File: src/rtl/commit_unit.sv
// In-order commit stage: registers the register-file write, queues committed stores toward the LSB,
// and raises a one-cycle flush/redirect on a mispredicted control transfer, then ignores commits briefly.
`ifndef COMMIT_UNIT_DEFS
`define COMMIT_UNIT_DEFS
`define InstrIdWidth 6
`define RegIdxWidth  5
`define ROBIdxWidth  4
`define LSBIdxWidth  4
`define WordWidth    32
`define AddrWidth    32
`define JAL   6'd3
`define JALR  6'd4
`define BEQ   6'd5
`define BNE   6'd6
`define BLT   6'd7
`define BGE   6'd8
`define BLTU  6'd9
`define BGEU  6'd10
`define SB    6'd16
`define SH    6'd17
`define SW    6'd18
`define ADDI  6'd19
`define ADD   6'd28
`endif

module commit_unit #(
  parameter int STQ_DEPTH    = 4,
  parameter int FLUSH_CYCLES = 2
) (
  input  logic                      clk_in,
  input  logic                      rst_in,
  input  logic                      rdy_in,
  input  logic                      rob_to_commit_en_in,
  input  logic [`InstrIdWidth-1:0]  instr_id_in,
  input  logic [`RegIdxWidth-1:0]   rd_in,
  input  logic [`ROBIdxWidth-1:0]   rob_pos_in,
  input  logic [`LSBIdxWidth-1:0]   lsb_pos_in,
  input  logic [`WordWidth-1:0]     res_in,
  input  logic                      jump_en_in,
  input  logic [`AddrWidth-1:0]     jump_a_in,
  output logic                      reg_wr_en_out,
  output logic [`RegIdxWidth-1:0]   reg_wr_rd_out,
  output logic [`WordWidth-1:0]     reg_wr_data_out,
  output logic [`ROBIdxWidth-1:0]   reg_wr_rob_pos_out,
  output logic                      store_commit_valid_out,
  output logic [`LSBIdxWidth-1:0]   store_commit_lsb_pos_out,
  input  logic                      lsb_store_ready_in,
  output logic                      clear_branch_out,
  output logic                      pc_redirect_en_out,
  output logic [`AddrWidth-1:0]     pc_redirect_a_out,
  output logic                      stq_almost_full_out,
  output logic                      stq_overflow_out,
  output logic [31:0]               retire_cnt_out,
  output logic                      state_dbg_out
);

  localparam int PW = $clog2(STQ_DEPTH);
  localparam int CW = $clog2(STQ_DEPTH + 1);
  localparam int FW = $clog2(FLUSH_CYCLES + 1);

  typedef enum logic {RUN = 1'b0, FLUSH = 1'b1} state_t;

  state_t          state_q, state_d;
  logic [FW-1:0]   flush_cnt_q, flush_cnt_d;
  logic            accept;
  logic            is_store, is_branch, wr_req;

  logic [`LSBIdxWidth-1:0] stq_mem [STQ_DEPTH];
  logic [PW-1:0]   wr_ptr_q, rd_ptr_q;
  logic [CW-1:0]   count_q;
  logic            stq_full, stq_pop, stq_push_req, stq_push;

  assign is_store  = (instr_id_in == `SB) || (instr_id_in == `SH) || (instr_id_in == `SW);
  assign is_branch = (instr_id_in >= `BEQ) && (instr_id_in <= `BGEU);
  assign wr_req    = accept && (rd_in != '0) && !is_store && !is_branch;

  always_comb begin
    state_d     = state_q;
    flush_cnt_d = flush_cnt_q;
    accept      = 1'b0;
    case (state_q)
      RUN: begin
        accept = rdy_in && rob_to_commit_en_in;
        if (accept && jump_en_in) begin
          state_d     = FLUSH;
          flush_cnt_d = FW'(FLUSH_CYCLES);
        end
      end
      FLUSH: begin
        // Leaving on the decrement to zero makes exactly FLUSH_CYCLES commit slots ignored.
        if (flush_cnt_q <= FW'(1)) begin
          flush_cnt_d = '0;
          state_d     = RUN;
        end else begin
          flush_cnt_d = flush_cnt_q - FW'(1);
        end
      end
      default: begin
        state_d     = RUN;
        flush_cnt_d = '0;
      end
    endcase
  end

  always_ff @(posedge clk_in or negedge rst_in) begin
    if (!rst_in) begin
      state_q     <= RUN;
      flush_cnt_q <= '0;
    end else if (rdy_in) begin
      state_q     <= state_d;
      flush_cnt_q <= flush_cnt_d;
    end
  end

  assign state_dbg_out = (state_q == FLUSH);

  // Store handshake: an entry leaves when store_commit_valid_out and lsb_store_ready_in are both
  // high on a rising edge with rdy_in high; valid never depends on ready and stays up until taken.
  assign stq_full      = (count_q == CW'(STQ_DEPTH));
  assign stq_pop       = rdy_in && (count_q != '0) && lsb_store_ready_in;
  assign stq_push_req  = accept && is_store;
  assign stq_push      = stq_push_req && (!stq_full || stq_pop);

  assign store_commit_valid_out   = (count_q != '0);
  assign store_commit_lsb_pos_out = store_commit_valid_out ? stq_mem[rd_ptr_q] : '0;
  assign stq_almost_full_out      = (count_q >= CW'(STQ_DEPTH - 1));

  always_ff @(posedge clk_in) begin
    if (stq_push) stq_mem[wr_ptr_q] <= lsb_pos_in;
  end

  always_ff @(posedge clk_in or negedge rst_in) begin
    if (!rst_in) begin
      wr_ptr_q         <= '0;
      rd_ptr_q         <= '0;
      count_q          <= '0;
      stq_overflow_out <= 1'b0;
    end else begin
      if (stq_push) wr_ptr_q <= wr_ptr_q + PW'(1);
      if (stq_pop)  rd_ptr_q <= rd_ptr_q + PW'(1);
      case ({stq_push, stq_pop})
        2'b10:   count_q <= count_q + CW'(1);
        2'b01:   count_q <= count_q - CW'(1);
        default: count_q <= count_q;
      endcase
      if (stq_push_req && !stq_push) stq_overflow_out <= 1'b1;
    end
  end

  always_ff @(posedge clk_in or negedge rst_in) begin
    if (!rst_in) begin
      reg_wr_en_out      <= 1'b0;
      reg_wr_rd_out      <= '0;
      reg_wr_data_out    <= '0;
      reg_wr_rob_pos_out <= '0;
      clear_branch_out   <= 1'b0;
      pc_redirect_en_out <= 1'b0;
      pc_redirect_a_out  <= '0;
      retire_cnt_out     <= '0;
    end else if (rdy_in) begin
      reg_wr_en_out      <= wr_req;
      clear_branch_out   <= accept && jump_en_in;
      pc_redirect_en_out <= accept && jump_en_in;
      if (wr_req) begin
        reg_wr_rd_out      <= rd_in;
        reg_wr_data_out    <= res_in;
        reg_wr_rob_pos_out <= rob_pos_in;
      end
      if (accept && jump_en_in) pc_redirect_a_out <= jump_a_in;
      if (accept) retire_cnt_out <= retire_cnt_out + 32'd1;
    end
  end

endmodule

File: config.mk
export PLATFORM = sky130hd
export DESIGN_NAME = commit_unit
export DESIGN_NICKNAME = d
export VERILOG_FILES = /design/src/rtl/commit_unit.sv
export SDC_FILE = /design/constraint.sdc
export NUM_CORES = 1
export LEC_CHECK = 0
export BUFFER_PORTS_ARGS = -buffer_cell sky130_fd_sc_hd__buf_2
export CORE_MARGIN = 4
export CORE_UTILIZATION = 45
export DETAILED_ROUTE_END_ITERATION = 7
export GPL_ROUTABILITY_DRIVEN = 0
export PLACE_DENSITY = 0.85
export SETUP_SLACK_MARGIN = 0.02
export SKIP_LAST_GASP = 1
export SLEW_MARGIN = 10
export SYNTH_ARGS = -nofsm -noshare
export SYNTH_HDL_FRONTEND = slang
export SYNTH_SLANG_ARGS = --single-unit
File: constraint.sdc
create_clock -name clk_in -period 2.6 [get_ports clk_in]
set_input_delay 0.13 -clock clk_in [delete_from_list [all_inputs] [get_ports clk_in]]
set_output_delay 0.13 -clock clk_in [all_outputs]
set_load 0.05 [all_outputs]
==> run_summary.xml <==
<?xml version="1.0" encoding="UTF-8"?>
<metrics>
  <group name="outcome">
    <metric name="status" unit="">completed</metric>
  </group>
  <group name="power">
    <metric name="seq_power_share" unit="%">32.2</metric>
    <metric name="power.density_cell_area" unit="mW/mm^2">1260</metric>
    <metric name="power_switching_share" unit="%">45.5</metric>
    <metric name="power.internal" unit="W">0.00569</metric>
    <metric name="combinationalPowerShare" unit="%">46.4</metric>
    <metric name="power_frac_clock" unit="%">21.4</metric>
    <metric name="reported_net_switching_power" unit="W">0.00474</metric>
    <metric name="leakage" unit="nW">4.05</metric>
    <metric name="design_power_total" unit="W">0.0104</metric>
    <metric name="worst_case_vdd_ir_drop" unit="mV">0.785</metric>
  </group>
  <group name="final_layout">
    <metric name="most_common_cell_after_layout_fill_and_taps_aside" unit="">buf_2</metric>
    <metric name="layout-area-overhead-vs-synth" unit="%">45.0</metric>
    <metric name="mostFrequentLayoutCells" unit="">buf_2, dfrtp_1, dlygate4sd3_1</metric>
    <metric name="layout.cells.non_filler" unit="">863</metric>
    <metric name="utilization" unit="%">67.8</metric>
    <metric name="final_nets" unit="">774</metric>
    <metric name="layout-drive-gt1-share" unit="%">47.3</metric>
  </group>
  <group name="global_routing">
    <metric name="first_global_vias" unit="">4665</metric>
    <metric name="grt_max_degree" unit="">56</metric>
    <metric name="total_routing_usage_reported_by_global_routing" unit="%">20.8</metric>
    <metric name="grt_antenna_before_repair" unit="">3</metric>
    <metric name="global_route.overflow_total" unit="">0</metric>
    <metric name="grt_first_pass_wirelength" unit="um">23700</metric>
  </group>
  <group name="clock_network">
    <metric name="cts_htree_levels" unit="">4</metric>
    <metric name="cts_buffer_depth" unit="">2</metric>
    <metric name="clk_pin_slew" unit="ps">60</metric>
    <metric name="hold_buf_count_cts" unit="">78</metric>
    <metric name="resized_cells_post_cts" unit="">0</metric>
    <metric name="cts.root.buffer_cell" unit="">clkbuf_16</metric>
    <metric name="post-cts-setup-buffer-count" unit="">0</metric>
    <metric name="cts_buf_count" unit="">17</metric>
    <metric name="clk-insertion-delay-late" unit="ps">410</metric>
    <metric name="clkSinkCount" unit="">134</metric>
    <metric name="tritoncts_clock_tree" unit="">built</metric>
  </group>
  <group name="placement">
    <metric name="placement.io_buffers" unit="">204</metric>
    <metric name="detailedPlacementHpwl" unit="um">9790</metric>
    <metric name="place.detailed.instances" unit="">750</metric>
  </group>
  <group name="drt">
    <metric name="routed-via-count" unit="">4220</metric>
    <metric name="detail_route.wirelength" unit="um">14700</metric>
    <metric name="wl_per_cell" unit="um">17.0</metric>
    <metric name="ant_nets" unit="">0</metric>
    <metric name="drt_pre_antenna_iters" unit="">4</metric>
    <metric name="route.detailed.drc" unit="">0</metric>
    <metric name="drt_iter0_drc" unit="">202</metric>
    <metric name="via_per_inst" unit="">4.89</metric>
  </group>
  <group name="logic_synthesis">
    <metric name="synth_seq_area_share" unit="%">60.4</metric>
    <metric name="syn_std_cell_area" unit="mm^2">0.00568</metric>
    <metric name="synth_enable_flop_cells" unit="">16</metric>
    <metric name="post_synthesis_instance_total" unit="">381</metric>
    <metric name="synth_flop_cell" unit="">dfrtp_1</metric>
    <metric name="asyncSetResetFlopFracSynth" unit="%">88.1</metric>
    <metric name="post_synthesis_sequential_element_count" unit="">134</metric>
    <metric name="synth_fp_nets" unit="">476</metric>
    <metric name="synth-warning-count" unit="">0</metric>
    <metric name="count_of_unique_library_cells_instantiated_by_yosys" unit="">44</metric>
    <metric name="syn_avg_cell_area" unit="um^2">14.9</metric>
  </group>
  <group name="sta">
    <metric name="rsz_0062_raised_after_global_routing" unit="">no</metric>
    <metric name="final_period_minus_worst_setup_slack" unit="ps">2320</metric>
    <metric name="timing_max_transition_violations_final" unit="">0</metric>
    <metric name="period_share" unit="%">89.4</metric>
    <metric name="clock_skew" unit="ps">5.99</metric>
    <metric name="max_clock_freq" unit="MHz">430</metric>
    <metric name="setup-tns-final" unit="ps">0</metric>
    <metric name="max_slew.worst_pin.slew" unit="ps">511</metric>
    <metric name="slew-limit-headroom" unit="%">65.7</metric>
    <metric name="setup-violations-final" unit="">0</metric>
    <metric name="worst_hold_slack" unit="ps">81.4</metric>
    <metric name="finalHoldViolCount" unit="">0</metric>
  </group>
  <group name="die">
    <metric name="rows" unit="">40</metric>
    <metric name="initial_utilization" unit="%">46.7</metric>
    <metric name="design.core.area" unit="mm^2">0.0122</metric>
    <metric name="floorplan.io_pins" unit="">205</metric>
    <metric name="dieHeight" unit="um">120</metric>
    <metric name="design.die.area" unit="mm^2">0.0145</metric>
    <metric name="die_width" unit="um">120</metric>
  </group>
  <group name="setup_path">
    <metric name="timing.critical_path.from_type" unit="">flip-flop</metric>
    <metric name="crit_arrival" unit="ps">2610</metric>
    <metric name="cp_cell_sequence" unit="">and3b_1 -&gt; nand3_1 -&gt; nor2b_1 -&gt; fa_1 -&gt; nor3b_1 -&gt; a31oi_1 -&gt; xnor2_1</metric>
    <metric name="path_max_fanout" unit="">7</metric>
    <metric name="critical_path.slowest_cell" unit="">dfrtp_1</metric>
    <metric name="critPathRequiredTime" unit="ps">2880</metric>
    <metric name="worstSetupEndpointType" unit="">flip-flop</metric>
    <metric name="slowest_delay" unit="ps">430</metric>
    <metric name="criticalPathCategory" unit="">flip-flop to flip-flop</metric>
  </group>
  <group name="hold_path">
    <metric name="hold_class" unit="">input port to flip-flop</metric>
  </group>
  <group name="flow_run">
    <metric name="drv.max_cap_violation_count" unit="">0</metric>
  </group>
</metrics>
[path summary, 6_finish.rpt]
path	startpoint	cells past startpoint	endpoint	slack [ps]
setup reg to reg	state_dbg_out$_DFFE_PN0P_	7	count_q[2]$_DFFE_PN0P_	280
max in group asynchronous	rst_in	3	retire_cnt_out[15]$_DFFE_PN0P_	1640
hold / removal	rdy_in	2	reg_wr_en_out$_DFFE_PN0P_	80
setup / recovery	state_dbg_out$_DFFE_PN0P_	7	count_q[2]$_DFFE_PN0P_	280
hold reg to reg	retire_cnt_out[31]$_DFFE_PN0P_	1	retire_cnt_out[31]$_DFFE_PN0P_	470
min in group asynchronous	rst_in	2	pc_redirect_a_out[20]$_DFFE_PN0P_	240
[critical path, delay by kind of cell, from the launching register on]
kind / cells / cell delay [ps]
XOR/XNOR: 1 / 140
AND/OR/NAND/NOR: 4 / 1120
AO/OA/AOI/OAI: 1 / 90
adder cells (fa/ha/maj): 1 / 430
flip-flops: 1 / 430
[power by group through the flow]
stage / Sequential (W) / Combinational (W) / Clock (W)
after global placement: 0.00330 / 0.00465 / 0
after global routing: 0.00345 / 0.00501 / 0.00239
after detailed placement: 0.00336 / 0.00473 / 0
after floorplan: 0.00554 / 0.00136 / 0
final: 0.00336 / 0.00483 / 0.00223
after CTS: 0.00335 / 0.00484 / 0.00227
[layout make-up]
class,count,area [um^2]
fillers,885,3920
repair buffers,289,1870
inverters,10,37.5
well taps,168,210
multi-input cells,227,2140
diodes,3,7.51
clock inverters,12,111
flip-flops and latches,134,3430
clock buffers,20,437
[flip-flops by register name, summed over array words and instances, names as in the netlist, 2 cells and up]
name and cells:
count_q 3, flush_cnt_q 2, pc_redirect_a_out 32, rd_ptr_q 2, reg_wr_data_out 32, reg_wr_rd_out 5
reg_wr_rob_pos_out 4, retire_cnt_out 32, stq_mem 16, wr_ptr_q 2
[metrics by stage]
step / setup slack [ps] / area, um^2
3_3_place_gp: 491 / 6910
5_1_grt: 115 / 8240
2_1_floorplan: 378 / 5680
3_5_place_dp: 350 / 6910
6_report: 276 / 8240
4_1_cts: 357 / 8230
[synthesized netlist by cell type (2+ instances only)]
cell type	instances	area share (%)
a21oi_1	2	0.18
a21oi_2	2	0.31
a31oi_1	2	0.22
and2_1	5	0.55
and3b_1	2	0.31
buf_2	4	0.35
buf_6	4	0.79
dfrtp_1	118	52
edfxtp_1	16	8.5
ha_1	5	1.1
inv_1	10	0.66
mux2_2	35	6.9
mux2_4	39	10
mux4_2	4	1.6
nand2_1	23	1.5
nand3_1	13	1.1
nand4_1	8	0.88
nor2_1	13	0.86
nor2b_1	5	0.55
nor3_1	5	0.44
nor4_4	2	0.75
o21ai_0	7	0.62
or2_2	2	0.22
xnor2_1	25	3.9
xor2_1	11	1.7
[logic make-up (layout without fill, tap and decap cells)]
logic type,count (synthesis),after routing,synth area share (%)
multiplexers,78,78,18.8
flip-flops,134,134,60.4
other,0,3,0
AO/OA/AOI/OAI,20,20,2.60
adder cells (fa/ha/maj),6,6,1.45
XOR/XNOR,36,36,5.55
buffers and inverters,20,331,2.00
AND/OR/NAND/NOR,87,87,9.16
[routing by layer]
layer  part of all wire (%)  vias up  GRT usage (%)
met2                     54      144           36.6
met1                     38     2105           23.4
met4                    3.4        0           10.4
met5                      0        -              0
met3                    4.9       43           5.05
li1                       -     1928              -
(Power assumes the default switching activity.)
